`src/rtl/alu_cmd_sequencer.sv`:
```
// alu_cmd_sequencer: one-at-a-time command initiator for the registered ALU datapath.
// Ports:
//   clk, rst_n                 clock, asynchronous active-low reset
//   cmd_valid/cmd_ready        command handshake carrying cmd_op, cmd_a, cmd_b
//   alu_a, alu_b, alu_sel      operands and select driven to the ALU, held while in flight
//   alu_result, alu_carry      registered ALU output, sampled LATENCY+1 edges after accept
//   rsp_valid/rsp_ready        response handshake carrying rsp_data, rsp_carry, rsp_zero
//   op_count                   completed response handshakes, wraps silently
module alu_cmd_sequencer #(
    parameter int SIZE    = 8,
    parameter int N       = 3,
    parameter int LATENCY = 1,
    parameter int CNT_W   = 16
) (
    input  logic             clk,
    input  logic             rst_n,
    input  logic             cmd_valid,
    output logic             cmd_ready,
    input  logic [N-1:0]     cmd_op,
    input  logic [SIZE-1:0]  cmd_a,
    input  logic [SIZE-1:0]  cmd_b,
    output logic [SIZE-1:0]  alu_a,
    output logic [SIZE-1:0]  alu_b,
    output logic [N-1:0]     alu_sel,
    input  logic [SIZE-1:0]  alu_result,
    input  logic             alu_carry,
    output logic             rsp_valid,
    input  logic             rsp_ready,
    output logic [SIZE-1:0]  rsp_data,
    output logic             rsp_carry,
    output logic             rsp_zero,
    output logic [CNT_W-1:0] op_count
);
    localparam int CW = $clog2(LATENCY + 1);

    typedef enum logic [1:0] {IDLE, WAIT, RESP} state_t;

    state_t            state_q, state_d;
    logic [CW-1:0]     cnt_q, cnt_d;
    logic [SIZE-1:0]   alu_a_q, alu_a_d, alu_b_q, alu_b_d;
    logic [N-1:0]      alu_sel_q, alu_sel_d;
    logic [SIZE-1:0]   rsp_data_q, rsp_data_d;
    logic              rsp_carry_q, rsp_carry_d, rsp_zero_q, rsp_zero_d;
    logic [CNT_W-1:0]  op_count_q, op_count_d;

    always_comb begin
        state_d     = state_q;
        cnt_d       = cnt_q;
        alu_a_d     = alu_a_q;
        alu_b_d     = alu_b_q;
        alu_sel_d   = alu_sel_q;
        rsp_data_d  = rsp_data_q;
        rsp_carry_d = rsp_carry_q;
        rsp_zero_d  = rsp_zero_q;
        op_count_d  = op_count_q;
        case (state_q)
            IDLE: if (cmd_valid) begin
                alu_a_d   = cmd_a;
                alu_b_d   = cmd_b;
                alu_sel_d = cmd_op;
                cnt_d     = CW'(LATENCY);
                state_d   = WAIT;
            end
            // The extra edge spent at count zero lets the ALU register settle
            // before its output is captured.
            WAIT: if (cnt_q == '0) begin
                rsp_data_d  = alu_result;
                rsp_carry_d = alu_carry;
                rsp_zero_d  = alu_result == '0;
                state_d     = RESP;
            end else begin
                cnt_d = cnt_q - CW'(1);
            end
            RESP: if (rsp_ready) begin
                op_count_d = op_count_q + CNT_W'(1);
                state_d    = IDLE;
            end
            default: state_d = IDLE;
        endcase
    end

    always_ff @(posedge clk or negedge rst_n) begin
        if (!rst_n) begin
            state_q     <= IDLE;
            cnt_q       <= '0;
            alu_a_q     <= '0;
            alu_b_q     <= '0;
            alu_sel_q   <= '0;
            rsp_data_q  <= '0;
            rsp_carry_q <= 1'b0;
            rsp_zero_q  <= 1'b0;
            op_count_q  <= '0;
        end else begin
            state_q     <= state_d;
            cnt_q       <= cnt_d;
            alu_a_q     <= alu_a_d;
            alu_b_q     <= alu_b_d;
            alu_sel_q   <= alu_sel_d;
            rsp_data_q  <= rsp_data_d;
            rsp_carry_q <= rsp_carry_d;
            rsp_zero_q  <= rsp_zero_d;
            op_count_q  <= op_count_d;
        end
    end

    assign cmd_ready = state_q == IDLE;
    assign rsp_valid = state_q == RESP;
    assign alu_a     = alu_a_q;
    assign alu_b     = alu_b_q;
    assign alu_sel   = alu_sel_q;
    assign rsp_data  = rsp_data_q;
    assign rsp_carry = rsp_carry_q;
    assign rsp_zero  = rsp_zero_q;
    assign op_count  = op_count_q;
endmodule

```
`config.mk`:
```
export PLATFORM = sky130hd
export DESIGN_NAME = alu_cmd_sequencer
export DESIGN_NICKNAME = d
export VERILOG_FILES = /design/src/rtl/alu_cmd_sequencer.sv
export SDC_FILE = /design/constraint.sdc
export NUM_CORES = 1
export LEC_CHECK = 0
export ABC_AREA = 0
export CORE_MARGIN = 2
export CORE_UTILIZATION = 40
export CTS_CLUSTER_SIZE = 24
export DETAILED_ROUTE_END_ITERATION = 10
export GPL_TIMING_DRIVEN = 0
export MAX_ROUTING_LAYER = met4
export PLACE_DENSITY = 0.8
export RECOVER_POWER = 25
export SKIP_CTS_REPAIR_TIMING = 1
export SYNTH_ARGS = -nofsm -noshare
export SYNTH_HDL_FRONTEND = slang
export SYNTH_SLANG_ARGS = --single-unit
export TNS_END_PERCENT = 100
```
`constraint.sdc`:
```
create_clock -name clk -period 3.6 [get_ports clk]
set_input_delay 0.36 -clock clk [delete_from_list [all_inputs] [get_ports clk]]
set_output_delay 0.36 -clock clk [all_outputs]
set_load 0.03 [all_outputs]
```
* Yosys cells after proc, flatten, opt, wreduce, memory -nomap -nowiden
Index checks and enable logic that the tools add are counted.
** Word-level totals
- Word-level logic and storage cells :: 32
- Output and inout bits :: 47
- Flip-flop bits (word level) :: 48
- Input port bits :: 32
** Cells by class
- Bitwise operators :: 1
- Multiplexer cells :: 7
- Reductions and logical operators :: 8
- $add $sub $neg :: 2
- Eq/ne operators :: 5
** Operator list (count)
- adder 16 x 1 -> 16 bit, second input constant :: 1
- zero test 8 bit :: 1
- AND reduction 2 bit :: 4
- two-way mux 2 bit :: 3
- one-hot mux 2 bit (3 select lines) :: 1
- != test 2 bit, second input constant :: 2
- AND reduction 3 bit :: 1
- equality test 2 x 1 -> 1 bit, second input constant :: 1
- equality test 2 bit, second input constant :: 1
- zero test 2 bit :: 1
- two-way mux 1 bit :: 2
- != test 2 x 1 -> 1 bit, second input constant :: 1
- one-hot mux 1 bit (2 select lines) :: 1
- nonzero test 2 bit :: 1
- inverter 1 bit :: 1
- subtractor 1 bit, second input constant :: 1

* Longest topological paths before layout
- Depth in word-level cells :: 3
- Depth in mapped cells :: 5

* Worst setup path before layout
OpenSTA, ideal clock, no wires.
- Path kind :: flip-flop to flip-flop
- Start point :: reg state_q[1]
- End point :: reg op_count_q[1], in the netlist op_count[1]
- Path buffers :: 0
- Setup time :: 0.125 ns
- Slack :: 1.972 ns
- Period minus slack after synthesis :: 1.628 ns
- Cell stages (with the launch flop) :: 5
- Data arrival time :: 1.503 ns
- Path through :: dfrtp_1 -> inv_1 -> nor2_1 -> nand2_1 -> mux2_2
** On the way
- Cells in the longest elaborated chain, start to end :: 2
** Ends and longest elaborated chain
- from (decl) :: line 38 : state_t state_q, state_d;
- from (signal assigned) :: line 94 : state_q <= state_d;
- equality test 2 bit
- via rsp_valid :: line 27 : output logic rsp_valid,
- AND reduction 2 bit (no source line)
- to (signal assigned) :: line 102 : op_count_q <= op_count_d;
- to (decl) :: line 44 : logic [CNT_W-1:0] op_count_q, op_count_d;
The timed path passes the listed nets, and every way through them passes these cells.
A chain may end at the register's enable or synchronous reset.

* Worst setup path after layout
- Start point :: reg state_q[1]
- End point :: out rsp_valid
** On the way
- Cells in the longest elaborated chain, start to end :: 1
** Ends and longest elaborated chain
- equality test 2 bit :: line 107 : assign rsp_valid = state_q == RESP;
- to (decl) :: line 27
Every way passes these cells.

==> reports/summary.txt <==
Layout cells sized above 1 - 0.204
CORE AREA - 4690 um^2
Pre-CTS setup slack - 1.56 ns
Vias - 1363
Hold Path End - op_count[15]
Root buffer selected by CTS - clkbuf_8
Vias in the first global route - 1384
RR Startpoint - state_q[1]
Cell Area, Synth - 1940 um^2
RSZ-0062 raised after global routing - false
Hold_sp - op_count[15]
Slew Viols, Final - 0
Die X-Extent - 73.7 um
Hold slack final - 0.481 ns
YS warnings - 0
Max_slew headroom - 0.578
Pwr/cell area - 840 nW/um^2
Max clock buf depth - 2
Multi-input gate area - 708 um^2
WP buf/inv - 2
Non-filler cells, final - 280
Crit path kind - flip-flop to primary output
Wire length per cell - 13.7 um
Nets@finish - 258
Post-synth top area cell - dfrtp_1
Tot GR Track Use - 0.156
FF/Latch Area - 1200 um^2
IO buf count - 78
WP data arrival - 1.84 ns
Clock sinks - 48
Drt first pass iters - 4
Via density - 4.87
DRT iter0 DRCs - 19
R2r setup slk - 1.93 ns
Pleak - 1.28 nW
Rows - 25
Grt ovf - 0
Top Family by Delay on Critical Path - buffers and inverters
Post-synth cell types - 23
Max cap viols - 0
Commonest non-fill, non-tap cells in the layout - clkdlybuf4s50_1 (77), dfrtp_1 (48), mux2_2 (29)
# setup viols final - 0
Max Clk Rate - 455 MHz
Worst-Margin Slew - 0.633 ns
Routed WL - 3840 um
Worst-path cell chain - inv_1 -> nor2_1 -> clkdlybuf4s50_1
GPL Wtd Cong - 0.749
Seq/Total Area, Yosys - 0.618
Initial Utilization - 0.414
Largest net degree at the start of global routing - 40
Clk_lat worst skew - 0.30 ns
Mapped Cells - 138
CP Data Required Time - 3.24 ns
Critical path peak fanout - 6
First-pass GRT wire length - 6200 um
Commonest non-fill, non-tap cell in the layout - clkdlybuf4s50_1
Ant diodes - 0
DRT antenna net count - 0
Reg2Reg Depth - 4
Worst R2R End - alu_b[5]
Final clock skew - 0.00984 ns
P&R area growth vs syn - 51.4%
Total CTS buffers - 5
Final Cycle Share - 0.611
I/O pins - 79
Maximum vdd ir drop - 0.473 mV
Final setup margin - 1.40 ns
Layout fillers - 379
Placed insts - 271
Slowest stage delay, CP - 0.72 ns
#FFs+latches synth - 48
Syn avg cell area - 14.1 um^2
Final Hold Vio Count - 0
Hold depth - 1
Crit. End Element - primary output
Top cell type's share of synthesized area - 0.618
Worst-path clk slew - 0.09 ns
Die Area - 5430 um^2
Startpoint class of the critical path - flip-flop
H-tree depth - 2
Status - completed
# DRC - 0
TritonCTS clock tree - yes
CP max-delay cell - clkdlybuf4s50_1
Crit path time final - 2.20 ns
Initial antenna violation count - 0
Utilization after layout - 0.627
Top post-synthesis cells by area - dfrtp_1 (62%), mux2_2 (17%), xnor2_1 (4.1%)
Syn Nets - 171
Post-DP HPWL - 2910 um
Setup TNS Final - 0 ns
Die Ht - 73.7 um
HP Class - flip-flop to flip-flop
-- cell families (layout without fill, tap and decap cells) --
group	Yosys count	after routing	synth area share
AO/OA/AOI/OAI	4	4	0.0116
XOR/XNOR	15	15	0.0676
adder cells (fa/ha/maj)	1	1	0.00643
buffers and inverters	7	95	0.0180
flip-flops	48	48	0.618
multiplexers	30	30	0.173
AND/OR/NAND/NOR	33	33	0.106
-- layer usage --
| metal | part of all wire | GRT usage | vias to the layer above |
|---|---|---|---|
| met5 | 0 | - | - |
| met4 | 0.0081 | 0.0485 | 0 |
| met3 | 0.065 | 0.0549 | 4 |
| met2 | 0.48 | 0.248 | 44 |
| met1 | 0.45 | 0.185 | 665 |
| li1 | - | - | 650 |
-- power by group --
part           internal (mW)  switching [mW]  total (mW)
registers              0.739           0.129       0.868
logic                  0.573           0.618        1.19
clock network          0.245           0.169       0.414
-- worst register-to-register path: stages, from the launching register on --
cell and delay [ns]:
dfrtp_1 0.47, nor3b_1 0.21, buf_2 0.28, buf_4 0.24, mux2_2 0.36
-- synth_stat cells (all sizes together) --
cell type	number
a21o	1
a21oi	2
and3	2
buf	3
dfrtp	48
ha	1
inv	4
mux2	29
mux2i	1
nand2	6
nand3	6
nand4	4
nand4b	1
nor2	6
nor3	2
nor3b	2
nor4	3
o21ai	1
or2	1
xnor2	9
xor2	6
-- worst max-delay path by stage --
| stage | start | endpoint | slack [ns] | depth (start not counted) |
|---|---|---|---|---|
| CTS | state_q[1] | rsp_valid | 1.39 | 3 |
| global placement | rst_n | alu_a[3] | 0.80 | 1 |
| global route | state_q[1] | rsp_valid | 1.27 | 3 |
| floorplan | state_q[1] | op_count[1] | 1.97 | 4 |
| detailed placement | cmd_valid | alu_b[5] | 1.56 | 5 |
| finish | state_q[1] | rsp_valid | 1.40 | 3 |
-- area by class of cell --
cell class              instances  area share
flip-flops and latches         48       0.408
plain buffers                   3     0.00680
repair buffers                 80       0.273
clock buffers                   7      0.0327
clock inverters                 1      0.0102
inverters                       4     0.00510
well taps                      54      0.0230
multi-input cells              83       0.241
-- metrics by stage --
stage	instance area (um^2)	power (mW)
final	2940	2.47
after global routing	2940	2.60
after global placement	2790	2.06
after floorplan	1940	1.57
after CTS	2930	2.50
after detailed placement	2810	2.08
-- registers in the layout, summed over array words and instances, names as in the netlist --
register   cells
alu_a          8
alu_b          8
alu_sel        3
cnt_q          1
op_count      16
rsp_carry      1
rsp_data       8
rsp_zero       1
state_q        2
Power figures use the tool's default switching activity.
==> RTL change 1, RTL diff (config.mk and constraints unchanged) <==
Set the parameter `LATENCY` to 2 (it was 1). Comments in the files are not updated.
--- a/src/rtl/alu_cmd_sequencer.sv
+++ b/src/rtl/alu_cmd_sequencer.sv
@@ -9,7 +9,7 @@
 module alu_cmd_sequencer #(
     parameter int SIZE    = 8,
     parameter int N       = 3,
-    parameter int LATENCY = 1,
+    parameter int LATENCY = 2,
     parameter int CNT_W   = 16
 ) (
     input  logic             clk,
Function: changed (Yosys sat finds a counterexample within 4 cycles, from zero or initial values and one cycle with rst_n low).
==> RTL change 1 against the original RTL <==
The flow now finishes with violations (capacitance limit, slew limit); via count rose by 3.7%; sequential cell count rose by 1; routed wire length rose by 2.1%; clock skew fell by 0.0039 ns; fmax fell by 0.32%; worst setup slack got worse by 0.0070 ns; synthesized area rose by 5.6%; clock power fell by 3%; non-clock buffer count fell by 1; cell area rose by 3.3%; total power rose by 3.4%; largest power group unchanged.
==> RTL change 1: results (changes against the original RTL) <==
The number of cells on the worst reg-to-reg path was 5 (+1); the number of ordinary and repair buffers in the finished layout was 82 (-1.2%). The checks that failed: capacitance limit, slew limit. The met2 wirelength from detailed routing is 1.931 mm (+5.1%), and the worst stage delay on the critical path is 1.26 ns (+0.54 ns). The worst slack after detailed placement was 1.735 ns (+0.1759 ns); the count of clock buffers in the final design was 6 (-1). The flow ran to the end, but the final reports show violations. The critical path arrival was 2.31 ns (+0.47 ns); the routed via count was 1413 (+3.7%). The met1 routed wirelength after detailed routing was 1.688 mm (-2.1%); the layout cell share with drive strength beyond 1 was 18.88% (-1.5 points).

Compound-gate portion of the synthesized area: 1.463% (+0.30 points). Global-route met3 utilization: 4.101% (-1.4 points). For the instance area after placement, the log shows 2937 um2 (+4.6%). The tools report the number of maximum-capacitance constraint violations as 1 (+1). The power density of the placed cells is 841.3 nW/um2 (+0.15%). The total track usage came out at 14.70% (-0.87 points). For the maximum number of pins on one net before global-route repair, the log shows 33 (-18%).

For the sequential fraction of the synthesis area, the log shows 59.72% (-2.1 points). The total nets after synthesis was 180 (+5.3%). The tools report the total of fill cells in the finished design as 416 (+9.8%). Post-synthesis adder-cell area fraction: 1.219% (+0.58 points). The number of pins with negative max-slew slack in the final report came out at 33 (+33). The tools report the HPWL after detailed placement as 2.942 mm (+1.3%). The final cell count without fillers is 303 (+8.2%).
==> RTL change 1: changes by cell type after synthesis, moves of 2 or more <==
cell,before,now
sky130_fd_sc_hd__o21ai_0,1,4
sky130_fd_sc_hd__mux2_1,0,2
sky130_fd_sc_hd__mux2_4,0,10
sky130_fd_sc_hd__nor3b_1,2,0
sky130_fd_sc_hd__buf_6,0,2
sky130_fd_sc_hd__nand3_1,6,3
sky130_fd_sc_hd__nand2_1,6,10
sky130_fd_sc_hd__mux2_2,29,18
==> RTL change 1: how the worst min path moves through the flow <==
stage / from / to
2_1_floorplan: rst_n / alu_a[0]
3_3_place_gp: rsp_zero / rsp_zero
3_5_place_dp: rst_n / alu_a[6]
4_1_cts: rst_n / alu_a[6]
5_1_grt: rst_n / alu_a[5]
6_report: rst_n / alu_a[6]
==> RTL change 1: power breakdown <==
group | internal, mW | switching, mW | leakage [nW]
Clock | 0.226 | 0.177 | 0.0574
Combinational | 0.630 | 0.639 | 0.672
Sequential | 0.755 | 0.130 | 0.609
==> RTL change 2, RTL diff (config.mk and constraints unchanged) <==
Without the edit above. The 3 states of `state_t` get a one-hot encoding in 3 bits.
--- a/src/rtl/alu_cmd_sequencer.sv
+++ b/src/rtl/alu_cmd_sequencer.sv
@@ -33,7 +33,7 @@
 );
     localparam int CW = $clog2(LATENCY + 1);
 
-    typedef enum logic [1:0] {IDLE, WAIT, RESP} state_t;
+    typedef enum logic [2:0] {IDLE = 3'b001, WAIT = 3'b010, RESP = 3'b100} state_t;
 
     state_t            state_q, state_d;
     logic [CW-1:0]     cnt_q, cnt_d;
Behaviour: same outputs for any inputs over 10 cycles, from zero or initial values and one cycle with rst_n low; not proved beyond that.
==> RTL change 2 against the original RTL <==
Cell area is 2.1% higher; total power is 10% lower; synthesized area is 5.0% higher; worst setup slack better by 0.051 ns; sequential cell count is 1 higher; core utilization is 0.36 points lower; first-iteration DRC count is 58% higher; routed wire length is 3.9% higher; critical path type is now primary input to async pin; largest cell class unchanged.
==> RTL change 2: results (changes against the original RTL) <==
The flow ran to the end, and the final reports show no timing, DRC or antenna violations. For the internal power contribution, the log shows 1.410 mW (-9.5%). Ranked by instance count, the synthesized netlist is headed by sky130_fd_sc_hd__dfrtp_1, sky130_fd_sc_hd__mux2_2, sky130_fd_sc_hd__xor2_1. The run gives 0.2811 ns (-0.2003 ns) as the worst slack on hold paths.

The instance area after placement was 2920 um2 (+4.0%); the worst vdd rail ir drop was 0.5234 mV (+11%). The tools report the critical path arrival as 2.32 ns (+0.48 ns). The number of ordinary and repair buffers in the finished layout came out at 84 (+1.2%). The startpoint of the worst setup timing path is rst_n. The clock-cell share of area works out to 3.374% (-0.92 points).

The run gives 3.993 mm (+3.9%) as the routed wire length. The worst stage delay on the critical path is 1.09 ns (+0.37 ns). For the HPWL after detailed placement, the log shows 3.000 mm (+3.3%). The placed cell count came out at 298 (+10%). The global placer's final weighted congestion is 0.7811 (+4.3%), and the post-synthesis share of cell area spent on xor and xnor gates is 6.438% (-0.32 points). Routed via count: 1424 (+4.5%).

The tools report the wire length of the first global-routing pass as 6.534 mm (+5.5%). Ranked by total cell area, the synthesized netlist is headed by sky130_fd_sc_hd__dfrtp_1, sky130_fd_sc_hd__mux2_2, sky130_fd_sc_hd__xor2_1. The number of global-route vias before repair was 1464 (+5.8%).

The tools report the total track usage as 15.57% (about the same). The tools report the maximum number of pins on one net before global-route repair as 28 (-30%). The run gives 0.004689 ns (-0.005147 ns) as the worst setup skew after layout.

The number of cells on the worst reg-to-reg path was 5 (+1). The sequential fraction of the synthesis area is 60.15% (-1.6 points), and the total nets after synthesis is 185 (+8.2%). For the met1 routed wirelength after detailed routing, the log shows 1.773 mm (+2.8%).
[RTL change 2: changes by cell type in the layout (fill, tap and decap cells not counted), moves of 3 or more]
| cell | unedited run | this run |
|---|---|---|
| sky130_fd_sc_hd__nor3_1 | 0 | 7 |
| sky130_fd_sc_hd__nand2b_1 | 0 | 4 |
| sky130_fd_sc_hd__xnor2_1 | 9 | 6 |
| sky130_fd_sc_hd__xor2_1 | 6 | 9 |
[RTL change 2: power groups by stage]
stage | Combinational [mW] | Clock, mW | Sequential [mW]
2_1_floorplan | 0.289 | 0 | 1.17
3_3_place_gp | 1.05 | 0 | 0.836
3_5_place_dp | 1.06 | 0 | 0.846
4_1_cts | 1.07 | 0.358 | 0.834
5_1_grt | 1.12 | 0.378 | 0.859
6_report | 1.05 | 0.342 | 0.831
[RTL change 2: routing by layer]
metal | GRT usage (%) | up-vias
met5 | - | -
met4 | 4.094 | 0
met3 | 4.365 | 4
met2 | 26.28 | 54
met1 | 18.37 | 679
li1 | - | 687
